### src/rtl/afe_pkg.sv
// Shared constants for the emulated SAR analog front end: S/H FSM encoding,
// track-time default and dither LFSR constants.
package afe_pkg;

  typedef enum logic [1:0] {
    ST_EMPTY = 2'd0,
    ST_TRACK = 2'd1,
    ST_HOLD  = 2'd2
  } sh_state_e;

  localparam int          N_CHNL_DEF = 18;
  localparam int          T_TRK_DEF  = 4;
  localparam logic [15:0] LFSR_SEED  = 16'hACE1;
  // Taps 16,14,13,11 expressed as bit positions 15,13,12,10.
  localparam logic [15:0] LFSR_TAPS  = 16'hB400;

  function automatic logic [15:0] lfsr_step(input logic [15:0] l);
    return {l[14:0], ^(l & LFSR_TAPS)};
  endfunction

endpackage

### src/rtl/afe_sar_resp_if.sv
// Bus between the DAC multiplexer / SAR controller and the emulated front end.
interface afe_sar_resp_if #(parameter int N_CHNL = 18) ();
  logic              i_shrst;
  logic [N_CHNL-1:0] i_daci_sel;
  logic [9:0]        i_dac1;
  logic              i_wr;
  logic [4:0]        i_wr_ch;
  logic [9:0]        i_wr_val;
  logic [2:0]        r_dly;
  logic              o_comp;
  logic [9:0]        o_held;
  logic              o_sel_err;
  logic              o_trk_short;

  modport master (
    output i_shrst, i_daci_sel, i_dac1, i_wr, i_wr_ch, i_wr_val, r_dly,
    input  o_comp, o_held, o_sel_err, o_trk_short
  );

  modport slave (
    input  i_shrst, i_daci_sel, i_dac1, i_wr, i_wr_ch, i_wr_val, r_dly,
    output o_comp, o_held, o_sel_err, o_trk_short
  );
endinterface

### src/rtl/afe_sar_resp_cmp_dly.sv
// Comparator settling emulation: 8-deep shift line with a live tap select.
module cmp_dly (
  input  logic       clk,
  input  logic       srst,
  input  logic       din,
  input  logic [2:0] tap,
  output logic       dout
);
  logic [7:0] line_reg;

  always_ff @(posedge clk) begin
    if (srst) line_reg <= '0;
    else      line_reg <= {line_reg[6:0], din};
  end

  // Tap changes never flush the line; they just pick a different stage.
  assign dout = line_reg[tap];
endmodule

### src/rtl/afe_sar_resp.sv
// Emulated SAR sample/hold + comparator. Define AFE_SAR_NOISE_EN to add LFSR
// dither (-2..+1 LSB) on the held value ahead of the compare.
module afe_sar_resp
  import afe_pkg::*;
#(
  parameter int N_CHNL = N_CHNL_DEF,
  parameter int T_TRK  = T_TRK_DEF
) (
  input logic           clk,
  input logic           srst,
  afe_sar_resp_if.slave bus
);
  localparam int CNT_W = $clog2(T_TRK + 1);

  logic [9:0]        ch_val_reg [N_CHNL];
  logic [9:0]        eff_val    [N_CHNL];
  logic [N_CHNL-1:0] wr_hit;
  logic [9:0]        sel_val;
  logic              sel_any, sel_multi, sel_onehot;

  sh_state_e         state_reg, state_next;
  logic [9:0]        held_reg, held_next;
  logic [CNT_W-1:0]  cnt_reg, cnt_next;
  logic [N_CHNL-1:0] selq_reg, selq_next;
  logic              sel_err_reg, sel_err_next;
  logic              trk_short_reg, trk_short_next;
  logic [9:0]        cmp_val;
  logic              raw_cmp;
  logic              comp_w;

  // Per-channel write decode with same-cycle write bypass into the S/H path.
  for (genvar gi = 0; gi < N_CHNL; gi++) begin : g_ch
    assign wr_hit[gi]  = bus.i_wr && (bus.i_wr_ch == 5'(gi));
    assign eff_val[gi] = wr_hit[gi] ? bus.i_wr_val : ch_val_reg[gi];
  end

  always_ff @(posedge clk) begin
    for (int i = 0; i < N_CHNL; i++) begin
      if (srst)          ch_val_reg[i] <= '0;
      else if (wr_hit[i]) ch_val_reg[i] <= bus.i_wr_val;
    end
  end

  always_comb begin
    sel_val = '0;
    for (int i = 0; i < N_CHNL; i++)
      if (bus.i_daci_sel[i]) sel_val = sel_val | eff_val[i];
  end

  assign sel_any    = |bus.i_daci_sel;
  assign sel_multi  = |(bus.i_daci_sel & (bus.i_daci_sel - N_CHNL'(1)));
  assign sel_onehot = sel_any && !sel_multi;

  always_ff @(posedge clk) begin
    if (srst) begin
      state_reg     <= ST_EMPTY;
      held_reg      <= '0;
      cnt_reg       <= '0;
      selq_reg      <= '0;
      sel_err_reg   <= 1'b0;
      trk_short_reg <= 1'b0;
    end else begin
      state_reg     <= state_next;
      held_reg      <= held_next;
      cnt_reg       <= cnt_next;
      selq_reg      <= selq_next;
      sel_err_reg   <= sel_err_next;
      trk_short_reg <= trk_short_next;
    end
  end

  always_comb begin
    state_next     = state_reg;
    held_next      = held_reg;
    cnt_next       = cnt_reg;
    selq_next      = selq_reg;
    sel_err_next   = sel_err_reg;
    trk_short_next = trk_short_reg;
    if (bus.i_shrst) begin
      state_next = ST_EMPTY;
      held_next  = '0;
      cnt_next   = '0;
    end else if (sel_multi) begin
      sel_err_next = 1'b1;
    end else if (sel_onehot) begin
      state_next = ST_TRACK;
      held_next  = sel_val;
      selq_next  = bus.i_daci_sel;
      // Fresh entry or a channel switch restarts the track timer.
      if (state_reg != ST_TRACK || bus.i_daci_sel != selq_reg)
        cnt_next = '0;
      else if (cnt_reg < CNT_W'(T_TRK))
        cnt_next = cnt_reg + CNT_W'(1);
    end else if (state_reg == ST_TRACK) begin
      state_next = ST_HOLD;
      if (cnt_reg < CNT_W'(T_TRK)) trk_short_next = 1'b1;
    end
  end

`ifdef AFE_SAR_NOISE_EN
  logic [15:0]       lfsr_reg;
  logic signed [11:0] dith_sum;

  always_ff @(posedge clk) begin
    if (srst) lfsr_reg <= LFSR_SEED;
    else      lfsr_reg <= lfsr_step(lfsr_reg);
  end

  always_comb begin
    dith_sum = $signed({2'b00, held_reg}) + $signed({{10{lfsr_reg[1]}}, lfsr_reg[1:0]});
    if (dith_sum < 12'sd0)         cmp_val = 10'h000;
    else if (dith_sum > 12'sd1023) cmp_val = 10'h3FF;
    else                           cmp_val = dith_sum[9:0];
  end
`else
  assign cmp_val = held_reg;
`endif

  assign raw_cmp = (state_reg != ST_EMPTY) && (cmp_val > bus.i_dac1);

  cmp_dly u_cmp_dly (
    .clk  (clk),
    .srst (srst),
    .din  (raw_cmp),
    .tap  (bus.r_dly),
    .dout (comp_w)
  );

  assign bus.o_comp      = comp_w;
  assign bus.o_held      = held_reg;
  assign bus.o_sel_err   = sel_err_reg;
  assign bus.o_trk_short = trk_short_reg;
endmodule

### src/flat_wrapper.sv
// flat-port wrapper written by rule: the top's interface ports become plain ports
module afe_sar_resp_flat import afe_pkg::*;
#(
  parameter int N_CHNL = N_CHNL_DEF,
  parameter int T_TRK  = T_TRK_DEF
)
  (clk, srst, bus_i_shrst, bus_i_daci_sel, bus_i_dac1, bus_i_wr, bus_i_wr_ch, bus_i_wr_val, bus_r_dly, bus_o_comp, bus_o_held, bus_o_sel_err, bus_o_trk_short);
  afe_sar_resp_if #(.N_CHNL(N_CHNL)) bus_i ();
  input logic clk;
  input logic srst;
  input wire logic [$bits(bus_i.i_shrst)-1:0] bus_i_shrst;
  input wire logic [$bits(bus_i.i_daci_sel)-1:0] bus_i_daci_sel;
  input wire logic [$bits(bus_i.i_dac1)-1:0] bus_i_dac1;
  input wire logic [$bits(bus_i.i_wr)-1:0] bus_i_wr;
  input wire logic [$bits(bus_i.i_wr_ch)-1:0] bus_i_wr_ch;
  input wire logic [$bits(bus_i.i_wr_val)-1:0] bus_i_wr_val;
  input wire logic [$bits(bus_i.r_dly)-1:0] bus_r_dly;
  output wire logic [$bits(bus_i.o_comp)-1:0] bus_o_comp;
  output wire logic [$bits(bus_i.o_held)-1:0] bus_o_held;
  output wire logic [$bits(bus_i.o_sel_err)-1:0] bus_o_sel_err;
  output wire logic [$bits(bus_i.o_trk_short)-1:0] bus_o_trk_short;
  assign bus_i.i_shrst = bus_i_shrst;
  assign bus_i.i_daci_sel = bus_i_daci_sel;
  assign bus_i.i_dac1 = bus_i_dac1;
  assign bus_i.i_wr = bus_i_wr;
  assign bus_i.i_wr_ch = bus_i_wr_ch;
  assign bus_i.i_wr_val = bus_i_wr_val;
  assign bus_i.r_dly = bus_r_dly;
  assign bus_o_comp = bus_i.o_comp;
  assign bus_o_held = bus_i.o_held;
  assign bus_o_sel_err = bus_i.o_sel_err;
  assign bus_o_trk_short = bus_i.o_trk_short;
  afe_sar_resp #(.N_CHNL(N_CHNL), .T_TRK(T_TRK)) u_core (.clk(clk), .srst(srst), .bus(bus_i));
endmodule
### config.mk
export PLATFORM = sky130hd
export DESIGN_NAME = afe_sar_resp_flat
export DESIGN_NICKNAME = d
export VERILOG_FILES = /design/src/rtl/afe_pkg.sv /design/src/rtl/afe_sar_resp_if.sv /design/src/rtl/afe_sar_resp_cmp_dly.sv /design/src/rtl/afe_sar_resp.sv /design/src/flat_wrapper.sv
export SDC_FILE = /design/constraint.sdc
export NUM_CORES = 1
export LEC_CHECK = 0
export ABC_AREA = 1
export CAP_MARGIN = 5
export CORE_ASPECT_RATIO = 0.6
export CORE_MARGIN = 2
export CORE_UTILIZATION = 35
export CTS_CLUSTER_DIAMETER = 80
export DETAILED_ROUTE_END_ITERATION = 16
export PLACE_DENSITY_LB_ADDON = 0.25
export SETUP_SLACK_MARGIN = 0.3
export SYNTH_ARGS = -nofsm -noshare
export SYNTH_HDL_FRONTEND = slang
export SYNTH_SLANG_ARGS = --single-unit
### constraint.sdc
create_clock -name clk -period 2.3 [get_ports clk]
set_input_delay 0.46 -clock clk [delete_from_list [all_inputs] [get_ports clk]]
set_output_delay 0.46 -clock clk [all_outputs]
set_load 0.02 [all_outputs]
### After elaboration in Yosys (flattened, before gate mapping)

Memories as Yosys holds them, arrays and structs flattened.
Cells that the tools add are included.

* latch bits: 0
* bits in registers: 43
* output and inout bits: 13
* memories: 1
* bits in writable memories: 180
* logic and storage cells: 223
* ROM bits: 0

Memories
* u_core.ch_val_reg: words 18, bits a word 10, read ports 18, clocked after Yosys merged registers in 0, wr ports 18, RTL line afe_sar_resp.sv:15 `logic [9:0] ch_val_reg [N_CHNL];`

* order comparisons: 3
* divide/modulo/power cells: 0
* bitwise logic cells: 39
* reduce and logical (&&, ||, !) cells: 35
* multiply operators: 0
* add/subtract/negate cells: 2
* mux-type cells: 116
* equality and inequality tests: 20
* shifts and indexed selects: 0

Operator list (count)
* $mux 10: 54
* $or 10x10->10: 17
* $mux 1: 57
* $eq 5x4->1 const B: 8
* $reduce_or 18->1: 2
* $eq 5x3->1 const B: 4
* $logic_and 1x1->1: 20
* $and 18x18->18: 1
* $ne 18x18->1: 1
* $or 1x1->1: 18
* $sub 18x1->18 const B: 1
* $eq 5x2->1 const B: 2
* $eq 5x5->1 const B: 2
* $gt 10x10->1: 1
* $mux 3: 2
* $reduce_and 2->1: 3
* $reduce_and 3->1: 2
* $reduce_bool 2->1: 3
* $eq 5x1->1 const B: 1
* $logic_not 5->1: 1
* $reduce_and 5->1: 1
* $lt 3x4->1 const B: 1
* $mux 2: 2
* $add 3x1->3 const B: 1
* other kinds (8): 10

### Depth between registers and ports, before layout

* word-level depth: 38
* mapped depth: 15
* gate-level depth less buffers: 14

### By module

A second synthesis with hierarchy kept.

* cells, all modules: 1561
* area total of the unflattened synthesis: 12197.9 um^2

Modules (own cells, without submodules)
* afe_sar_resp: sequential area each 6105.9 um^2, cells each 1515, area each 11890.2 um^2, times used 1
* cmp_dly: sequential area each 160.2 um^2, cells each 46, area each 307.8 um^2, times used 1

### Worst setup path after synthesis

Ideal clock, no wire load.

* path kind: input to register
* from: input port bus_i_daci_sel[11]
* to: register u_core.selq_reg[6]
* setup time: 0.114 ns
* data required time: 2.186 ns
* path buffers: 2
* stages: 12
* arrival: 1.795 ns
* path slack: 0.391 ns
* cell sequence: clkbuf_1 nor2_1 nand2_1 nor2_1 nand2_1 nor3_1 inv_2 nand3_4 buf_6 nand2_1 nand2_1 nor2_2

* word-level cells in the longest chain between the ends: 6
* elaborated cells on any way between the ends: 8

RTL lines
* from (decl): RTL line flat_wrapper.sv:12 `input wire logic [$bits(bus_i.i_daci_sel)-1:0] bus_i_daci_sel;`
* $sub 18x1->18: RTL line afe_sar_resp.sv:51 `assign sel_multi = |(bus.i_daci_sel & (bus.i_daci_sel - N_CHNL'(1)));`
* $and 18x18->18: RTL line afe_sar_resp.sv:51
* $reduce_or 18->1: RTL line afe_sar_resp.sv:51
* $logic_not 1->1: RTL line afe_sar_resp.sv:52 `assign sel_onehot = sel_any && !sel_multi;`
* $logic_and 1x1->1: RTL line afe_sar_resp.sv:52
* $reduce_and 3->1 (no source line) (*)
* to (signal assigned): RTL line afe_sar_resp.sv:66 `selq_reg <= selq_next;`
* to (decl): RTL line afe_sar_resp.sv:24 `logic [N_CHNL-1:0] selq_reg, selq_next;`

Every way passes the cells marked *; elsewhere a longest branch is shown, timed or not.
A chain may end at the register's enable or synchronous reset.

### Final worst setup path

* from: input port bus_i_wr_val[4]
* to: register u_core.held_reg[4] (netlist: u_core.bus.o_held[4])

* word-level cells in the longest chain between the ends: 36
* elaborated cells on any way between the ends: 53

RTL lines
* from (decl): RTL line flat_wrapper.sv:16 `input wire logic [$bits(bus_i.i_wr_val)-1:0] bus_i_wr_val;`
* $mux 10: RTL line afe_sar_resp.sv:34 `assign eff_val[gi] = wr_hit[gi] ? bus.i_wr_val : ch_val_reg[gi];`
* $mux 10: RTL line afe_sar_resp.sv:47 `if (bus.i_daci_sel[i]) sel_val = sel_val | eff_val[i];`
* $or 10x10->10: RTL line afe_sar_resp.sv:47
* $mux 10: RTL line afe_sar_resp.sv:47
* $or 10x10->10: RTL line afe_sar_resp.sv:47
* $mux 10: RTL line afe_sar_resp.sv:47
* $or 10x10->10: RTL line afe_sar_resp.sv:47
* $mux 10: RTL line afe_sar_resp.sv:47
* [20 not listed]
* $or 10x10->10: RTL line afe_sar_resp.sv:47
* $mux 10: RTL line afe_sar_resp.sv:47
* $or 10x10->10: RTL line afe_sar_resp.sv:47
* $mux 10: RTL line afe_sar_resp.sv:47
* $or 10x10->10: RTL line afe_sar_resp.sv:47
* $mux 10: RTL line afe_sar_resp.sv:47
* $or 10x10->10: RTL line afe_sar_resp.sv:47
* $mux 10 (*): RTL line afe_sar_resp.sv:47
* to (signal assigned): RTL line afe_sar_resp.sv:64 `held_reg <= held_next;`
* to (decl): RTL line afe_sar_resp.sv:22 `logic [9:0] held_reg, held_next;`

Marks and branches as above.

==> results_dict.tcl <==
set metrics [dict create \
    drv_slew 0 \
    synth-simple-area-share_pct 28.6 \
    grt_overflow_total 0 \
    largest_register_ffs 180 \
    seqPwrFrac_pct 46.4 \
    synth.distinct_cells 38 \
    chipHeight_um 149 \
    syn_avg_cell_area_um2 7.80 \
    vias_per_cell 5.32 \
    postRouteAntennaNets 0 \
    grt_antenna_before_repair 1 \
    grt_max_degree 39 \
    ys_seq_area_share_pct 51.0 \
    cts_buffers 23 \
    grt_pass1_wl_mm 73.6 \
    gp_congestion 0.977 \
    synth_edf_count 180 \
    syn2layout_area_growth_pct 37.1 \
    startpoint_type "primary input" \
    slowest_stage "clkdlybuf4s50_1" \
    synth_area_um2 12300 \
    tightest_slew_ns 0.565 \
    finalCritPeriodShare_pct 87.6 \
    remaining_drc_errors 0 \
    yosysTopAreaCellShare_pct 44.0 \
    grtUsageTotal_pct 27.1 \
    cts.clk_slew.worst_paths_ns 0.06 \
    first_pass_iters 5 \
    cp-end-kind "register" \
    synthAdderAreaFrac_pct 1.12 \
    core_um2 34800 \
    arrival_ns 2.45 \
    synth_compound_area_share_pct 12.3 \
    drt-initial-drc-count 1601 \
    cts_sinks 223 \
    fin_tns_setup_ns 0 \
    worst_skew_pair.late_latency_ns 0.55 \
    async_reset_ff_share_pct 0 \
    nNetsFinal 1939 \
    die_area_um2 36700 \
    ys.flop_type "edfxtp_1" \
    setup_viol 0 \
    yosysWarnings 0 \
    min_period_ns 2.01 \
    relSlewSlack_pct 62.2 \
    finalHoldViolations 0 \
    rsz0062_at_grt "no" \
    synthCells 1577 \
    start_util_pct 35.3 \
    place_hpwl_mm 37.5 \
    io_pins 63 \
    drive_above_1_share_pct 23.1 \
    vias 12600 \
    crit_chain "clkdlybuf4s50_1 -> inv_1 -> buf_4 -> nand2_1 -> o211ai_1 -> nand4_1 -> nor2_2 -> nand2_1 -> nor2_1 -> nor2_1" \
    antennaDiodeCount 0 \
    ys_top_cells_by_count "430 x nand2_1, 346 x nor2_1, 180 x edfxtp_1" \
    required_ns 2.73 \
    cp_max_fo 8 \
    worst_path_largest_cell_delay_ns 0.49 \
    fin_skew_ns 0.0182 \
    post-route-util_pct 48.4 \
    ir_drop_mv 0.635 \
    p_sw_mw 2.65 \
    internal-power_mw 7.28 \
    p_per_area_nw_per_um2 589 \
    clock_power_share_pct 39.0 \
    wl_per_cell_um 21.2 \
    clockBufferDepth 3 \
    synth.area.mux_share_pct 0 \
    h-tree-depth 1 \
    grt_pass1_vias 11200 \
    static-leakage-power_nw 7.18 \
    fill_cells 3371 \
    routed_wl_mm 50.0 \
    synth_area_leader_cell "edfxtp_1" \
    cts_tree "yes" \
    root_buffer "clkbuf_16" \
    cts_hold_buffers 0 \
    setup.worst_path.class "primary input to register" \
    p_sw_share_pct 26.7 \
    synth_most_common_cell "nand2_1" \
    power_frac_comb_pct 14.6 \
    outcome "finished, final reports clean" \
    die-width_um 246 \
    rows 53 \
    fmax_mhz 496 \
    syn_nets 1638 \
    ys_top_cells_by_area "edfxtp_1 44%, nand2_1 13%, nor2_1 11%, dfxtp_1 7.0%, o21ai_0 4.4%" \
    hold_path.class "primary input to register" \
    drv_cap 0 \
    ys_seq_elements 223 \
    synth_xor_area_share_pct 0.142 \
    port_buffers 62 \
    synth_top_family_by_area "simple AND/OR/NAND/NOR gates" \
]
[power by group through the flow]
stage | registers [mW] | clock network [mW] | logic, mW
global route | 4.62 | 4.04 | 1.54
detailed placement | 4.68 | 0 | 1.38
floorplan | 4.65 | 0 | 0.547
CTS | 4.60 | 3.91 | 1.39
global placement | 4.68 | 0 | 1.38
finish | 4.60 | 3.87 | 1.45
[layout by cell type, fill, tap and decap left out, types with 23 or more instances in the layout]
master,Yosys,routed
clkdlybuf4s50_1,0,27
buf_4,1,251
buf_12,0,41
nand4_1,27,27
dfxtp_1,43,43
o211ai_1,72,72
a21oi_1,74,72
nor2_2,13,31
inv_1,106,100
nand3_1,28,26
edfxtp_1,180,180
o21ai_0,109,102
nor2_1,346,313
nand2_1,430,425
clkbuf_16,0,23
[metal layers]
metal | vias to the layer above | share of wire, % | track usage (%)
met5 | - | 0 | 0
met3 | 52 | 12 | 6.55
met1 | 6033 | 49 | 44.8
met4 | 0 | 1.2 | 3.42
li1 | 5836 | - | -
met2 | 646 | 38 | 35.1
[logic make-up after synthesis]
family | after synthesis
compound gates | 263
simple gates | 873
flops | 223
fa+ha+maj | 11
buf+inv | 205
xor+xnor | 2
[per-stage QoR]
stage	hold slack, ns	setup WS [ns]	total power [mW]	area, um^2	cells
after global placement	0.419	-0.779	6.06	15700	2300
final	0.319	0.285	9.93	16900	2362
after global routing	0.345	0.265	10.2	16900	2362
after detailed placement	0.415	-0.728	6.06	15700	2300
after floorplan	0.399	0.391	5.20	12300	1577
after CTS	0.430	0.138	9.90	16600	2349
[worst max-delay path, delay by kind of cell]
kind            cells  cell delay (ns)
compound gates      1             0.26
simple gates        6             0.72
buf+inv             3             1.00
[cell type report]
type | count | area [um^2] | share of cell area, %
Clock buffer | 25 | 583 | 3.46
Tap cell | 467 | 584 | 3.47
Timing Repair Buffer | 368 | 3440 | 20.4
Inverter | 113 | 434 | 2.58
Multi-Input combinational cell | 1149 | 5400 | 32.0
Clock inverter | 17 | 158 | 0.935
Sequential cell | 223 | 6270 | 37.2
[timing repair]
action / 4_1_cts / 5_1_grt
pin swaps: 5 / 28
endpoints found under the setup margin: 81 / 32
resized for setup: 72 / 86
gates cloned: 2 / 1
buffers inserted: 5 / 12
[worst paths after layout]
| check | start | end | cells past startpoint | slack [ns] |
|---|---|---|---|---|
| worst max register to register | u_core.bus.o_held[3]$_SDFFE_PP0P_ | u_core.u_cmp_dly.line_reg[0]$_SDFF_PP0_ | 8 | 0.46 |
| worst max-delay path | bus_i_wr_val[4] | u_core.bus.o_held[4]$_SDFFE_PP0P_ | 10 | 0.29 |
| worst min-delay path | bus_i_daci_sel[10] | u_core.selq_reg[10]$_SDFFE_PP0P_ | 3 | 0.32 |
| worst min register to register | u_core.u_cmp_dly.line_reg[0]$_SDFF_PP0_ | u_core.u_cmp_dly.line_reg[1]$_SDFF_PP0_ | 2 | 0.43 |
Note: power is estimated with default switching activity, not from simulation.
